### src/rtl/d7_pkg.sv
// d7_pkg: shared glyphs, mode encodings and FSM states for the seven-segment display controller
package d7_pkg;
  localparam logic [6:0] SEG_DASH  = 7'b0111111;
  localparam logic [6:0] SEG_BLANK = 7'b1111111;
  localparam logic [15:0][6:0] GLYPHS = {
    7'b0001110, 7'b0000110, 7'b0100001, 7'b1000110,
    7'b0000011, 7'b0001000, 7'b0010000, 7'b0000000,
    7'b1111000, 7'b0000010, 7'b0010010, 7'b0011001,
    7'b0110000, 7'b0100100, 7'b1111001, 7'b1000000
  };
  localparam logic [1:0] MODE_HEX  = 2'b00;
  localparam logic [1:0] MODE_UDEC = 2'b01;
  localparam logic [1:0] MODE_SDEC = 2'b10;
  typedef enum logic [1:0] {IDLE, CONVERT, UPDATE} state_t;
endpackage

### src/rtl/d7_display_ctrl_if.sv
// d7_if: load handshake and display outputs of the seven-segment controller
interface d7_if #(
  parameter int DIGITS = 8,
  parameter int DATA_W = 32
);
  logic                  load;
  logic [1:0]            mode;
  logic [DATA_W-1:0]     data;
  logic                  blank_lz;
  logic                  busy;
  logic                  done;
  logic                  overflow;
  logic [DIGITS*7-1:0]   seg;
  modport master (output load, mode, data, blank_lz, input busy, done, overflow, seg);
  modport slave  (input load, mode, data, blank_lz, output busy, done, overflow, seg);
endinterface

### src/rtl/d7_seg_encoder.sv
// d7_seg_encoder: nibble to seven-segment glyph with dash/blank override and output polarity
module d7_seg_encoder
  import d7_pkg::*;
#(
  parameter bit ACTIVE_LOW = 1'b1
) (
  input  logic [3:0] nib,
  input  logic       blank,
  input  logic       dash,
  output logic [6:0] seg
);
  logic [6:0] raw;
  assign raw = dash ? SEG_DASH : blank ? SEG_BLANK : GLYPHS[nib];
  assign seg = ACTIVE_LOW ? raw : ~raw;
endmodule

### src/rtl/d7_display_ctrl.sv
// d7_display_ctrl: renders a value as hex, unsigned or signed decimal on seven-segment digits
module d7_display_ctrl
  import d7_pkg::*;
#(
  parameter int DIGITS     = 8,
  parameter int DATA_W     = 32,
  parameter bit ACTIVE_LOW = 1'b1
) (
  input logic clk,
  input logic rst_n,
  d7_if.slave bus
);
  localparam int BW = 4 * DIGITS;
  localparam int CW = $clog2(DATA_W + 1);
  localparam logic [6:0] DASH_OUT = ACTIVE_LOW ? SEG_DASH : ~SEG_DASH;
  state_t              state;
  logic [DATA_W-1:0]   shreg;
  logic [BW-1:0]       bcd;
  logic [BW-1:0]       adj;
  logic [BW-1:0]       val;
  logic [CW-1:0]       cnt;
  logic [1:0]          mode_q;
  logic                blank_q;
  logic                neg;
  logic                ovf_acc;
  logic                done_q;
  logic                ovf_q;
  logic [DIGITS*7-1:0] seg_q;
  logic [DIGITS*7-1:0] seg_next;
  logic [DIGITS-1:0]   lz;
  logic [DIGITS-1:0]   dash;
  logic [DIGITS-1:0]   blank;
  logic                is_sgn;
  logic                is_dec;
  logic                hex_ovf;
  logic                ovf_now;
  logic                acc_dec;
  logic                acc_neg;
  assign acc_dec = bus.mode == MODE_UDEC || bus.mode == MODE_SDEC;
  assign acc_neg = bus.mode == MODE_SDEC && bus.data[DATA_W-1];
  assign is_sgn  = mode_q == MODE_SDEC;
  assign is_dec  = mode_q == MODE_UDEC || is_sgn;
  assign val     = is_dec ? bcd : BW'(shreg);
  if (DATA_W > BW) begin : g_hex_wide
    assign hex_ovf = |shreg[DATA_W-1:BW];
  end else begin : g_hex_narrow
    assign hex_ovf = 1'b0;
  end
  // the sign digit leaves one fewer value digit, so a nonzero top BCD nibble is overflow
  assign ovf_now = is_sgn ? ovf_acc || bcd[BW-1 -: 4] != 4'd0 : is_dec ? ovf_acc : hex_ovf;
  for (genvar d = 0; d < DIGITS; d++) begin : g_digit
    assign adj[4*d +: 4] = bcd[4*d +: 4] >= 4'd5 ? bcd[4*d +: 4] + 4'd3 : bcd[4*d +: 4];
    assign lz[d]    = val[BW-1:4*d] == '0;
    assign dash[d]  = ovf_now || (d == DIGITS - 1 && is_sgn && neg);
    assign blank[d] = (d == DIGITS - 1 && is_sgn) ? !neg : (d != 0) && blank_q && lz[d];
    d7_seg_encoder #(.ACTIVE_LOW(ACTIVE_LOW)) u_enc (
      .nib   (val[4*d +: 4]),
      .blank (blank[d]),
      .dash  (dash[d]),
      .seg   (seg_next[7*d +: 7])
    );
  end
  always_ff @(posedge clk or negedge rst_n) begin
    if (!rst_n) begin
      state   <= IDLE;
      shreg   <= '0;
      bcd     <= '0;
      cnt     <= '0;
      mode_q  <= MODE_HEX;
      blank_q <= 1'b0;
      neg     <= 1'b0;
      ovf_acc <= 1'b0;
      done_q  <= 1'b0;
      ovf_q   <= 1'b0;
      seg_q   <= {DIGITS{DASH_OUT}};
    end else begin
      done_q <= 1'b0;
      case (state)
        IDLE: if (bus.load) begin
          mode_q  <= acc_dec ? bus.mode : MODE_HEX;
          blank_q <= bus.blank_lz;
          neg     <= acc_neg;
          shreg   <= acc_neg ? -bus.data : bus.data;
          bcd     <= '0;
          cnt     <= '0;
          ovf_acc <= 1'b0;
          ovf_q   <= 1'b0;
          state   <= acc_dec ? CONVERT : UPDATE;
        end
        CONVERT: begin
          bcd     <= {adj[BW-2:0], shreg[DATA_W-1]};
          ovf_acc <= ovf_acc | adj[BW-1];
          shreg   <= shreg << 1;
          cnt     <= cnt + 1'b1;
          if (cnt == CW'(DATA_W - 1)) state <= UPDATE;
        end
        UPDATE: begin
          seg_q  <= seg_next;
          ovf_q  <= ovf_now;
          done_q <= 1'b1;
          state  <= IDLE;
        end
        default: state <= IDLE;
      endcase
    end
  end
  assign bus.busy     = state != IDLE;
  assign bus.done     = done_q;
  assign bus.overflow = ovf_q;
  assign bus.seg      = seg_q;
endmodule

### src/flat_wrapper.sv
// flat-port wrapper written by rule: the top's interface ports become plain ports
module d7_display_ctrl_flat import d7_pkg::*;
#(
  parameter int DIGITS     = 8,
  parameter int DATA_W     = 32,
  parameter bit ACTIVE_LOW = 1'b1
)
  (clk, rst_n, bus_load, bus_mode, bus_data, bus_blank_lz, bus_busy, bus_done, bus_overflow, bus_seg);
  d7_if #(.DIGITS(DIGITS), .DATA_W(DATA_W)) bus_i ();
  input logic clk;
  input logic rst_n;
  input wire logic [$bits(bus_i.load)-1:0] bus_load;
  input wire logic [$bits(bus_i.mode)-1:0] bus_mode;
  input wire logic [$bits(bus_i.data)-1:0] bus_data;
  input wire logic [$bits(bus_i.blank_lz)-1:0] bus_blank_lz;
  output wire logic [$bits(bus_i.busy)-1:0] bus_busy;
  output wire logic [$bits(bus_i.done)-1:0] bus_done;
  output wire logic [$bits(bus_i.overflow)-1:0] bus_overflow;
  output wire logic [$bits(bus_i.seg)-1:0] bus_seg;
  assign bus_i.load = bus_load;
  assign bus_i.mode = bus_mode;
  assign bus_i.data = bus_data;
  assign bus_i.blank_lz = bus_blank_lz;
  assign bus_busy = bus_i.busy;
  assign bus_done = bus_i.done;
  assign bus_overflow = bus_i.overflow;
  assign bus_seg = bus_i.seg;
  d7_display_ctrl #(.DIGITS(DIGITS), .DATA_W(DATA_W), .ACTIVE_LOW(ACTIVE_LOW)) u_core (.clk(clk), .rst_n(rst_n), .bus(bus_i));
endmodule
### config.mk
export PLATFORM = sky130hd
export DESIGN_NAME = d7_display_ctrl_flat
export DESIGN_NICKNAME = d
export VERILOG_FILES = /design/src/rtl/d7_pkg.sv /design/src/rtl/d7_display_ctrl_if.sv /design/src/rtl/d7_seg_encoder.sv /design/src/rtl/d7_display_ctrl.sv /design/src/flat_wrapper.sv
export SDC_FILE = /design/constraint.sdc
export NUM_CORES = 1
export LEC_CHECK = 0
export CAP_MARGIN = 20
export CORE_UTILIZATION = 55
export CTS_BUF_LIST = sky130_fd_sc_hd__clkbuf_4
export DETAILED_ROUTE_END_ITERATION = 8
export PLACE_DENSITY = 0.84
export SLEW_MARGIN = 20
export SYNTH_ARGS = -nofsm -noshare
export SYNTH_HDL_FRONTEND = slang
export SYNTH_SLANG_ARGS = --single-unit
### constraint.sdc
create_clock -name clk -period 4.1 [get_ports clk]
set_input_delay 0.82 -clock clk [delete_from_list [all_inputs] [get_ports clk]]
set_output_delay 0.82 -clock clk [all_outputs]
set_load 0.05 [all_outputs]
==> results of run 1 <==
-- logic make-up after synthesis --
family          count (synthesis)  synth area share (%)
xor+xnor                       45                  4.37
buf+inv                       101                  4.26
fa+ha+maj                      71                  9.86
flops                         135                  38.2
simple gates                  275                  13.9
compound gates                320                  22.9
mux                            52                  6.59
-- cell usage in the layout (no fill, tap or decap), drive strengths merged, types with 19 or more instances in the layout --
master	synthesis	layout
dfrtp	87	87
buf	7	19
nor3	21	21
o22ai	24	24
ha	71	71
mux2	19	19
xnor2	27	27
a31oi	25	25
a21oi	67	67
mux2i	29	29
clkdlybuf4s50	0	95
clkbuf	42	20
o21ai	88	88
dfstp	48	48
inv	52	52
nor2	88	88
nand2	99	99
-- layer usage --
metal | global-route usage (%) | up-vias
met5 | 0 | -
met4 | 8.34 | 0
met3 | 5.25 | 38
met2 | 45.3 | 344
met1 | 40.0 | 3861
li1 | - | 3826
-- worst reg2reg max path: stages (launching register included) --
cell and delay [ps]:
dfrtp_1 400, ha_2 650, buf_4 360, buf_4 280
mux2i_1 410, inv_1 170, ha_1 270, mux2_2 270
a22o_1 180, a31oi_1 140, o21ai_0 100
-- cells in the mapped netlist (24+ instances only) --
| library cell | number | share of area [%] |
|---|---|---|
| nand2_1 | 99 | 4.1 |
| nor2_1 | 88 | 3.7 |
| dfrtp_1 | 87 | 24 |
| o21ai_0 | 85 | 4.7 |
| ha_1 | 71 | 9.9 |
| a21oi_1 | 67 | 3.7 |
| inv_1 | 51 | 2.1 |
| dfstp_2 | 48 | 14 |
| clkbuf_1 | 42 | 1.7 |
| mux2i_1 | 29 | 3.2 |
| xnor2_1 | 27 | 2.6 |
| a31oi_1 | 25 | 1.7 |
| o22ai_1 | 24 | 1.7 |
-- registers in the layout (all words and copies together) (netlist names) --
signal,count
u_core.bus.seg,56
u_core.bcd,32
u_core.shreg,32
u_core.cnt,6
u_core.mode_q,2
u_core.state,2
u_core.blank_q,1
u_core.bus.done,1
u_core.bus.overflow,1
u_core.neg,1
u_core.ovf_acc,1
-- worst paths after layout --
path	from	end	slack, ps	cells past startpoint
min in group clk	u_core.bus.seg[55]$_DFFE_PN0P_	u_core.bus.seg[55]$_DFFE_PN0P_	480	2
worst min-delay path	rst_n	u_core.bus.seg[55]$_DFFE_PN0P_	390	1
worst min register to register	u_core.bus.seg[55]$_DFFE_PN0P_	u_core.bus.seg[55]$_DFFE_PN0P_	480	2
worst max-delay path	u_core.mode_q[1]$_DFFE_PN0P_	u_core.bus.seg[13]$_DFFE_PN0P_	740	10
worst max register to register	u_core.mode_q[1]$_DFFE_PN0P_	u_core.bus.seg[13]$_DFFE_PN0P_	740	10
max in group asynchronous	rst_n	u_core.bus.seg[15]$_DFFE_PN1P_	2800	2
-- cell type report --
cell class              count  area share [%]
clock inverters            12            1.51
diodes                      1          0.0238
clock buffers              20            1.43
repair buffers            114            10.5
flip-flops and latches    135            32.7
inverters                  52            1.86
well taps                 216            2.57
multi-input cells         763            49.4
-- per-stage QoR --
stage / utilization [%] / hold WS [ps] / std cells / setup WS (ps)
finish: 66.0 / 389 / 1313 / 741
global route: 66.0 / 438 / 1313 / 486
CTS: 66.0 / 414 / 1312 / 753
detailed placement: 64.0 / 464 / 1280 / 760
global placement: 64.0 / 455 / 1280 / 819
floorplan: - / 446 / 999 / 565
==> summary.txt, run 1 <==
status: finished, final reports clean
drt first pass iters: 5
CP Data Required Time: 4550 ps
crit share post-route: 81.9%
Clk Tree Root Cell: clkbuf_4
CP cell instances: ha_2, buf_4, buf_4, mux2i_1, inv_1, ha_1, mux2_2, a22o_1, a31oi_1, o21ai_0
Design Area, Final: 10500 sq um
GRT Util Overall: 28.6%
post-cts hold buffer count: 0
most used cell, CP: buf_4
vias per cell: 6.15
CP startpoint kind: flop
setup bufs post-CTS: 0
actual slew at the worst max-slew pin: 936 ps
Clock transition at path regs: 110 ps
Synth Area per Inst: 9.02 sq um
Top Ports: 97
vias in the first global route: 7458
Seq/Total Area, Yosys: 38.2%
Cells after Synth: 999
dominant synthesized flop cell: dfrtp_1
synth-to-layout area growth: 16.7%
crit path max fanout: 25
EDFF count, synth: 0
max cap viols: 0
Final Hold Vio Count: 0
WL met2: 10600 um
Ys Warns: 0
post-route DRC violation count: 0
Area after DPL: 10200 sq um
CTS sink cnt: 135
Max stage delay on crit path: 650 ps
Crit-path slowest cell: ha_2
Max Slew Vio Count: 0
Syn Std Cell Area: 9010 sq um
DR top layer: met4
met3 routed WL: 1660 um
DR iter-0 viols: 829
HPWL Detailed: 17000 um
die area: 16900 sq um
width of the die: 130 um
number of CTS-inserted buffers: 17
fillers: 1311
register bit total from synthesis: 135
worst hold path class: input port to asynchronous set/reset pin
relative slew slack: 35.8%
routability cong.: 0.937
Core Region: 15900 sq um
Top delay family on crit path: adder cells
M1 WL: 10400 um
CP Capture Type: flop
vias: 8069
cts repair resizes: 0
TritonCTS clock tree: yes
crit path buf inv count: 3
Rows: 46
nets: 1192
Wirelength per Cell: 17.6 um
final WL: 23100 um
H-Tree Depth: 4
CTS Buffer Depth: 2
DIE HEIGHT: 130 um
Setup TNS: 0 ps
largest net degree at the start of global routing: 74
register area: 3440 sq um
global-route wire length before repair: 37800 um
fmax: 298 MHz
WP data arrival: 3810 ps
initial antenna violation count: 1
Async SR Flop Fraction: 100%
worst-skew pair later-pin latency: 580 ps
final setup vio count: 0
RSZ-0062 raised after global routing: false
antenna-violating nets left: 0
Worst Setup Path Type: flop to flop
Post-Syn Nets: 1108
effective utilization at floorplan: 56.5%
GR Overflow Total: 0
synth unique cells: 62
Port Buffer Count: 96
Fin Clk Skew: 16.1 ps
share of cells above drive strength 1: 12.0%
Final min period: 3360 ps
multi-input logic area: 5200 sq um
Power of run 1 is left out: the tool's default activity adds up to more than one toggle a clock period on the data nets, which glitch-free logic cannot reach.
==> run 2, diff against run 1 <==
==> constraint.sdc (replaced) <==
create_clock -name clk -period 3.5 [get_ports clk]
set_input_delay 0.7 -clock clk [delete_from_list [all_inputs] [get_ports clk]]
set_output_delay 0.7 -clock clk [all_outputs]
set_load 0.05 [all_outputs]
==> run 2 against run 1 <==
  * Sequential cell count unchanged
  * Maximum frequency up 3.6%
  * Design area up 0.68%
  * Global-route usage down 0.94 points
  * Worst hold slack worse by 210 ps
  * Highest routed layer unchanged
  * Final cell count up 1.1%
  * Register-to-register slack worse by 480 ps
  * Count of clock-buffer cells in the layout down 2
==> summary.txt, run 2 (same netlist as run 1, synthesis figures left out) <==
initial antenna violation count: 1 (unchanged)
most used cell, CP: a31oi_1
status: finished, final reports clean
TritonCTS clock tree: yes
Wirelength per Cell: 16.7 um (-4.7%)
worst-skew pair later-pin latency: 590 ps (about the same)
Core Region: 15900 sq um (unchanged)
drt first pass iters: 6 (+1)
most frequent cells in the layout: 99 x nand2_1, 95 x clkdlybuf4s50_1, 87 x nor2_1, 87 x dfrtp_1, 85 x o21ai_0
crit path max fanout: 15 (-40%)
actual slew at the worst max-slew pin: 848 ps (-88.1 ps)
Setup TNS: 0 ps (unchanged)
die area: 16900 sq um (unchanged)
CP cell instances: ha_2, buf_12, mux2_2, inv_1, ha_1, o21ai_0, nor4_2, a31oi_1, a31oi_1
CTS sink cnt: 135 (unchanged)
worst hold path class: input port to asynchronous set/reset pin
Crit-path slowest cell: ha_2
vias in the first global route: 7416 (-0.56%)
Final min period: 3240 ps (-117 ps)
Clock transition at path regs: 130 ps (+20 ps)
final setup vio count: 0 (unchanged)
fmax: 308 MHz (+3.6%)
synth-to-layout area growth: 17.5%
Area after DPL: 10300 sq um (+1.3%)
Design Area, Final: 10600 sq um (+0.68%)
crit path buf inv count: 2 (-1)
Top delay family on crit path: adder cells
GRT Util Overall: 27.6% (-0.94 points)
CP Data Required Time: 4000 ps (-550 ps)
Top Ports: 97 (unchanged)
WP data arrival: 3740 ps (-70 ps)
CP startpoint kind: flop
vias per cell: 6.00 (-2.4%)
largest net degree at the start of global routing: 61 (-18%)
Fin Clk Skew: 26.2 ps (+10.1 ps)
nets: 1207 (+1.3%)
R2R Path Start: u_core.mode_q[1]$_DFFE_PN0P_
effective utilization at floorplan: 56.5% (unchanged)
share of cells above drive strength 1: 13.3% (+1.4 points)
Clk Tree Root Cell: clkbuf_4
Max stage delay on crit path: 570 ps (-80 ps)
RR Endpoint: u_core.bus.seg[9]$_DFFE_PN1P_
DR iter-0 viols: 681 (-18%)
routability cong.: 0.910 (-2.9%)
Final Hold Vio Count: 0 (unchanged)
number of CTS-inserted buffers: 17 (unchanged)
max FFs per register: 56 (unchanged)
crit share post-route: 92.6% (+11 points)
commonest non-fill, non-tap cell in the layout: nand2_1
global-route wire length before repair: 36600 um (-3.2%)
relative slew slack: 43.3% (+7.5 points)
max cap viols: 0 (unchanged)
Worst Setup Path Type: flop to flop
GR Overflow Total: 0 (unchanged)
antenna-violating nets left: 0 (unchanged)
Hold Slack: 184 ps (-205 ps)
CTS Buffer Depth: 2 (unchanged)
H-Tree Depth: 4 (unchanged)
RSZ-0062 raised after global routing: false
HPWL Detailed: 16400 um (-3.3%)
Rows: 46 (unchanged)
Max Slew Vio Count: 0 (unchanged)
final WL: 22200 um (-3.6%)
Port Buffer Count: 96 (unchanged)
CP Capture Type: flop
Reg2Reg Depth: 9 (-1)
flop2flop setup slack: 260 ps (-480 ps)
width of the die: 130 um (unchanged)
DIE HEIGHT: 130 um (unchanged)
post-route DRC violation count: 0 (unchanged)
vias: 7963 (-1.3%)
## run 2: cell count changes in the layout (fill, tap and decap cells not counted)
cell        before  now
nor4_1           7    6
buf_12           1    2
clkinv_4         0    2
clkinvlp_4       1    3
buf_4           18   32
bufinv_16        4    1
inv_6            0    1
mux2i_2          0    1
nor4_2           1    2
mux2i_1         29   28
clkbuf_4        20   18
## run 2: cell type report
cell class                      count  area, sq um
Tap cell                          216          270
Sequential cell                   135         3440
Inverter                           52          195
Multi-Input combinational cell    763         5210
Antenna cell                        1         2.50
Clock buffer                       18          135
Timing Repair Buffer              129         1230
Fill cell                        1292         5350
Clock inverter                     14          110
## run 2: how the worst max path moves through the flow
stage                                 start                             to  slack (ps)  cells after the start
2_1_floorplan  u_core.mode_q[1]$_DFFE_PN0P_  u_core.bus.seg[9]$_DFFE_PN1P_         110                     11
3_5_place_dp                   bus_data[11]   u_core.shreg[29]$_DFFE_PN0P_         290                      6
3_3_place_gp                   bus_data[15]   u_core.shreg[29]$_DFFE_PN0P_         350                      6
5_1_grt        u_core.mode_q[0]$_DFFE_PN0P_  u_core.bus.seg[9]$_DFFE_PN1P_          30                     10
4_1_cts        u_core.mode_q[1]$_DFFE_PN0P_  u_core.bus.seg[9]$_DFFE_PN1P_         260                      8
6_report       u_core.mode_q[1]$_DFFE_PN0P_  u_core.bus.seg[9]$_DFFE_PN1P_         260                      9
## run 2: per-layer routing
metal / share of wire, % / GRT usage, % / wire length [um]
met1: 47 / 39.5 / 10500
met2: 45 / 43.3 / 10000
met3: 5.9 / 4.43 / 1300
met4: 1.6 / 8.28 / 357
met5: 0 / 0 / 0
## run 2: metrics by stage
step           setup slack [ps]  std cells  utilization [%]
5_1_grt                    32.0       1328             66.4
6_report                    258       1328             66.4
4_1_cts                     256       1327             66.4
3_5_place_dp                287       1295             64.9
3_3_place_gp                350       1295             64.9
2_1_floorplan               112        999                -
## run 2: timing repair
action	4_1_cts	5_1_grt
buffers inserted	0	0
hold buffers	0	0
gates resized for setup	0	1
setup endpoints to repair	0	1
hold endpoints to repair	0	0
## run 2: worst register-to-register path: stages, from the launching register on
cell,delay [ps]
dfrtp_1,400
ha_2,570
buf_12,220
mux2_2,400
inv_1,160
ha_1,210
o21ai_0,180
nor4_2,490
a31oi_1,290
a31oi_1,240
Power of run 2 is left out for the same reason.
==> run 3, diff against run 2 <==
--- a/config.mk
+++ b/config.mk
@@ -9,8 +9,9 @@
 export CORE_UTILIZATION = 55
 export CTS_BUF_LIST = sky130_fd_sc_hd__clkbuf_4
 export DETAILED_ROUTE_END_ITERATION = 8
-export PLACE_DENSITY = 0.84
+export PLACE_DENSITY = 0.83
 export SLEW_MARGIN = 20
 export SYNTH_ARGS = -nofsm -noshare
 export SYNTH_HDL_FRONTEND = slang
+export SYNTH_HIERARCHICAL = 1
 export SYNTH_SLANG_ARGS = --single-unit
==> run 3 against run 2 <==
  * Setup slack improved by 63 ps
  * Critical path depth is 1 higher
  * Sequential share of layout area fell by 1.7 points
  * Synthesized cell count up 3.0%
  * Count of clock-buffer cells in the layout down 1
  * Final cell count up 1.4%
  * Register-to-register slack improved by 60 ps
  * Die area increased by 10%
  * Sequential cell count stayed put
  * Core utilization is 2.4 points lower
  * Clock skew decreased by 6.5 ps
  * Wire length up 2.1%
  * Critical path type unchanged
  * Highest routed layer unchanged
==> summary.txt, run 3 <==
Syn Std Cell Area: 9930 sq um (+10%)
vias per cell: 6.03 (+0.52%)
Port Buffer Count: 96 (unchanged)
WP data arrival: 3670 ps (-70 ps)
max FFs per register: 56 (unchanged)
crit path max fanout: 24 (+9)
Top delay family on crit path: compound AO/OA/AOI/OAI gates
H-Tree Depth: 4 (unchanged)
routability cong.: 0.932 (+2.4%)
Ys Warns: 6 (+6)
setup bufs post-CTS: 0 (unchanged)
vias: 8113 (+1.9%)
Max Slew Vio Count: 0 (unchanged)
Cells after Synth: 1029 (+3.0%)
max cap viols: 0 (unchanged)
R2R Path Start: u_core/mode_q[0]$_DFFE_PN0P_
CTS Buffer Depth: 2 (unchanged)
Core Region: 17500 sq um (+9.6%)
Setup TNS: 0 ps (unchanged)
cts repair resizes: 0 (unchanged)
top cells by instance count after synthesis: 92 x nand2_1, 87 x dfrtp_1, 81 x o21ai_0
flop2flop setup slack: 320 ps (+60 ps)
relative slew slack: 39.1% (-4.2 points)
Synth Area per Inst: 9.65 sq um (+7.0%)
commonest non-fill, non-tap cell in the layout: clkdlybuf4s50_1
effective utilization at floorplan: 56.8% (+0.31 points)
synth unique cells: 67 (+8.1%)
status: finished, final reports clean
Reg2Reg Depth: 10 (+1)
GR Overflow Total: 0 (unchanged)
Clk Tree Root Cell: clkbuf_4
most frequent cells in the layout: 95 x clkdlybuf4s50_1, 92 x nand2_1, 87 x dfrtp_1, 81 x o21ai_0, 79 x ha_1
Final min period: 3180 ps (-62.7 ps)
Crit-path slowest cell: o21ai_0
initial antenna violation count: 1 (unchanged)
width of the die: 136 um (+4.9%)
DIE HEIGHT: 136 um (+4.9%)
share of cells above drive strength 1: 20.9% (+7.6 points)
drt first pass iters: 5 (-1)
worst-skew pair later-pin latency: 560 ps (-30 ps)
dominant synthesized flop cell: dfrtp_1
CP startpoint kind: flop
global-route wire length before repair: 37900 um (+3.6%)
EDFF count, synth: 0 (unchanged)
dominant cell type by area after synthesis: dfrtp_1
Worst Setup Path Type: flop to flop
synth-to-layout area growth: 12.7%
Max stage delay on crit path: 710 ps (+140 ps)
largest net degree at the start of global routing: 48 (-21%)
RR Endpoint: u_core/bus.seg[28]$_DFFE_PN1P_
crit path buf inv count: 3 (+1)
Rows: 48 (+4.3%)
Async SR Flop Fraction: 100% (unchanged)
crit share post-route: 90.8% (-1.8 points)
TritonCTS clock tree: yes
top cell type's share of synthesized area: 21.9% (-2.2 points)
worst hold path class: input port to asynchronous set/reset pin
CTS sink cnt: 135 (unchanged)
GRT Util Overall: 25.6% (-2.1 points)
post-route DRC violation count: 0 (unchanged)
register bit total from synthesis: 135 (unchanged)
ranking of synthesized cells by area: dfrtp_1 22%, dfstp_2 13%, ha_1 10%
post-cts hold buffer count: 0 (unchanged)
vias in the first global route: 7642 (+3.0%)
Clock transition at path regs: 130 ps (about the same)
Wirelength per Cell: 16.9 um (+0.69%)
CP Data Required Time: 3990 ps (about the same)
DR iter-0 viols: 635 (-6.8%)
antenna-violating nets left: 0 (unchanged)
Fin Clk Skew: 19.7 ps (-6.50 ps)
RSZ-0062 raised after global routing: false
final WL: 22700 um (+2.1%)
fmax: 315 MHz (+2.0%)
HPWL Detailed: 16500 um (+0.15%)
Top Ports: 97 (unchanged)
Final Hold Vio Count: 0 (unchanged)
final setup vio count: 0 (unchanged)
CP Capture Type: flop
number of CTS-inserted buffers: 17 (unchanged)
die area: 18600 sq um (+10%)
top-count cell post-synth: nand2_1
Seq/Total Area, Yosys: 34.6% (-3.5 points)
nets: 1224 (+1.4%)
CP cell instances: inv_1, ha_1, buf_4, o21ai_0, inv_1, ha_1, nor2b_1, a211oi_1, o21ai_1, mux2_2
actual slew at the worst max-slew pin: 904 ps (+56.0 ps)
-- run 3: kinds of logic (layout without fill, tap and decap cells) --
logic type,count (synthesis),after routing,synth area share (%)
AOI/OAI and AO/OA,294,294,19.8
xor gates and xnor gates,43,43,3.79
adders and majority gates,79,79,9.95
buffers and inverters,105,194,6.15
DFF,135,135,34.6
muxes,92,92,10.6
other,1,4,0.0378
and+or+nand+nor,280,280,15.1
-- run 3: layout make-up --
class	count	area [sq um]
clock inverters	15	131
fillers	1400	6290
well taps	225	282
diodes	1	2.50
clock buffers	17	128
multi-input cells	791	5910
inverters	44	165
flip-flops and latches	135	3440
repair buffers	118	1140
-- run 3: worst max path at each step --
stage	slack, ps	to	depth (start not counted)	from
2_1_floorplan	530	u_core/bus.seg[0]$_DFFE_PN1P_	11	u_core/mode_q[1]$_DFFE_PN0P_
3_3_place_gp	490	u_core/bus.seg[35]$_DFFE_PN1P_	10	u_core/mode_q[0]$_DFFE_PN0P_
3_5_place_dp	390	u_core/bus.seg[35]$_DFFE_PN1P_	10	u_core/mode_q[0]$_DFFE_PN0P_
4_1_cts	380	u_core/bus.seg[38]$_DFFE_PN1P_	10	u_core/mode_q[0]$_DFFE_PN0P_
5_1_grt	130	u_core/bus.seg[35]$_DFFE_PN1P_	10	u_core/mode_q[0]$_DFFE_PN0P_
6_report	320	u_core/bus.seg[28]$_DFFE_PN1P_	10	u_core/mode_q[0]$_DFFE_PN0P_
-- run 3: per-stage QoR --
| step | hold slack [ps] | util (%) | instance area [sq um] | std cells | setup slack, ps |
|---|---|---|---|---|---|
| global placement | 464 | 62.5 | 10900 | 1313 | 492 |
| global route | 130 | 64.0 | 11200 | 1346 | 134 |
| CTS | 106 | 64.0 | 11200 | 1345 | 378 |
| floorplan | 404 | - | 9940 | 1031 | 526 |
| detailed placement | 470 | 62.5 | 10900 | 1313 | 385 |
| finish | 125 | 64.0 | 11200 | 1346 | 321 |
-- run 3: layer usage --
metal	global-route usage, %	wire [um]	share of wire [%]	up-vias
met5	0	0	0	-
met2	39.9	10600	47	270
met4	7.84	362	1.6	0
li1	-	-	-	3881
met1	36.0	10400	46	3932
met3	4.44	1290	5.7	30
Power of run 3 is left out for the same reason.
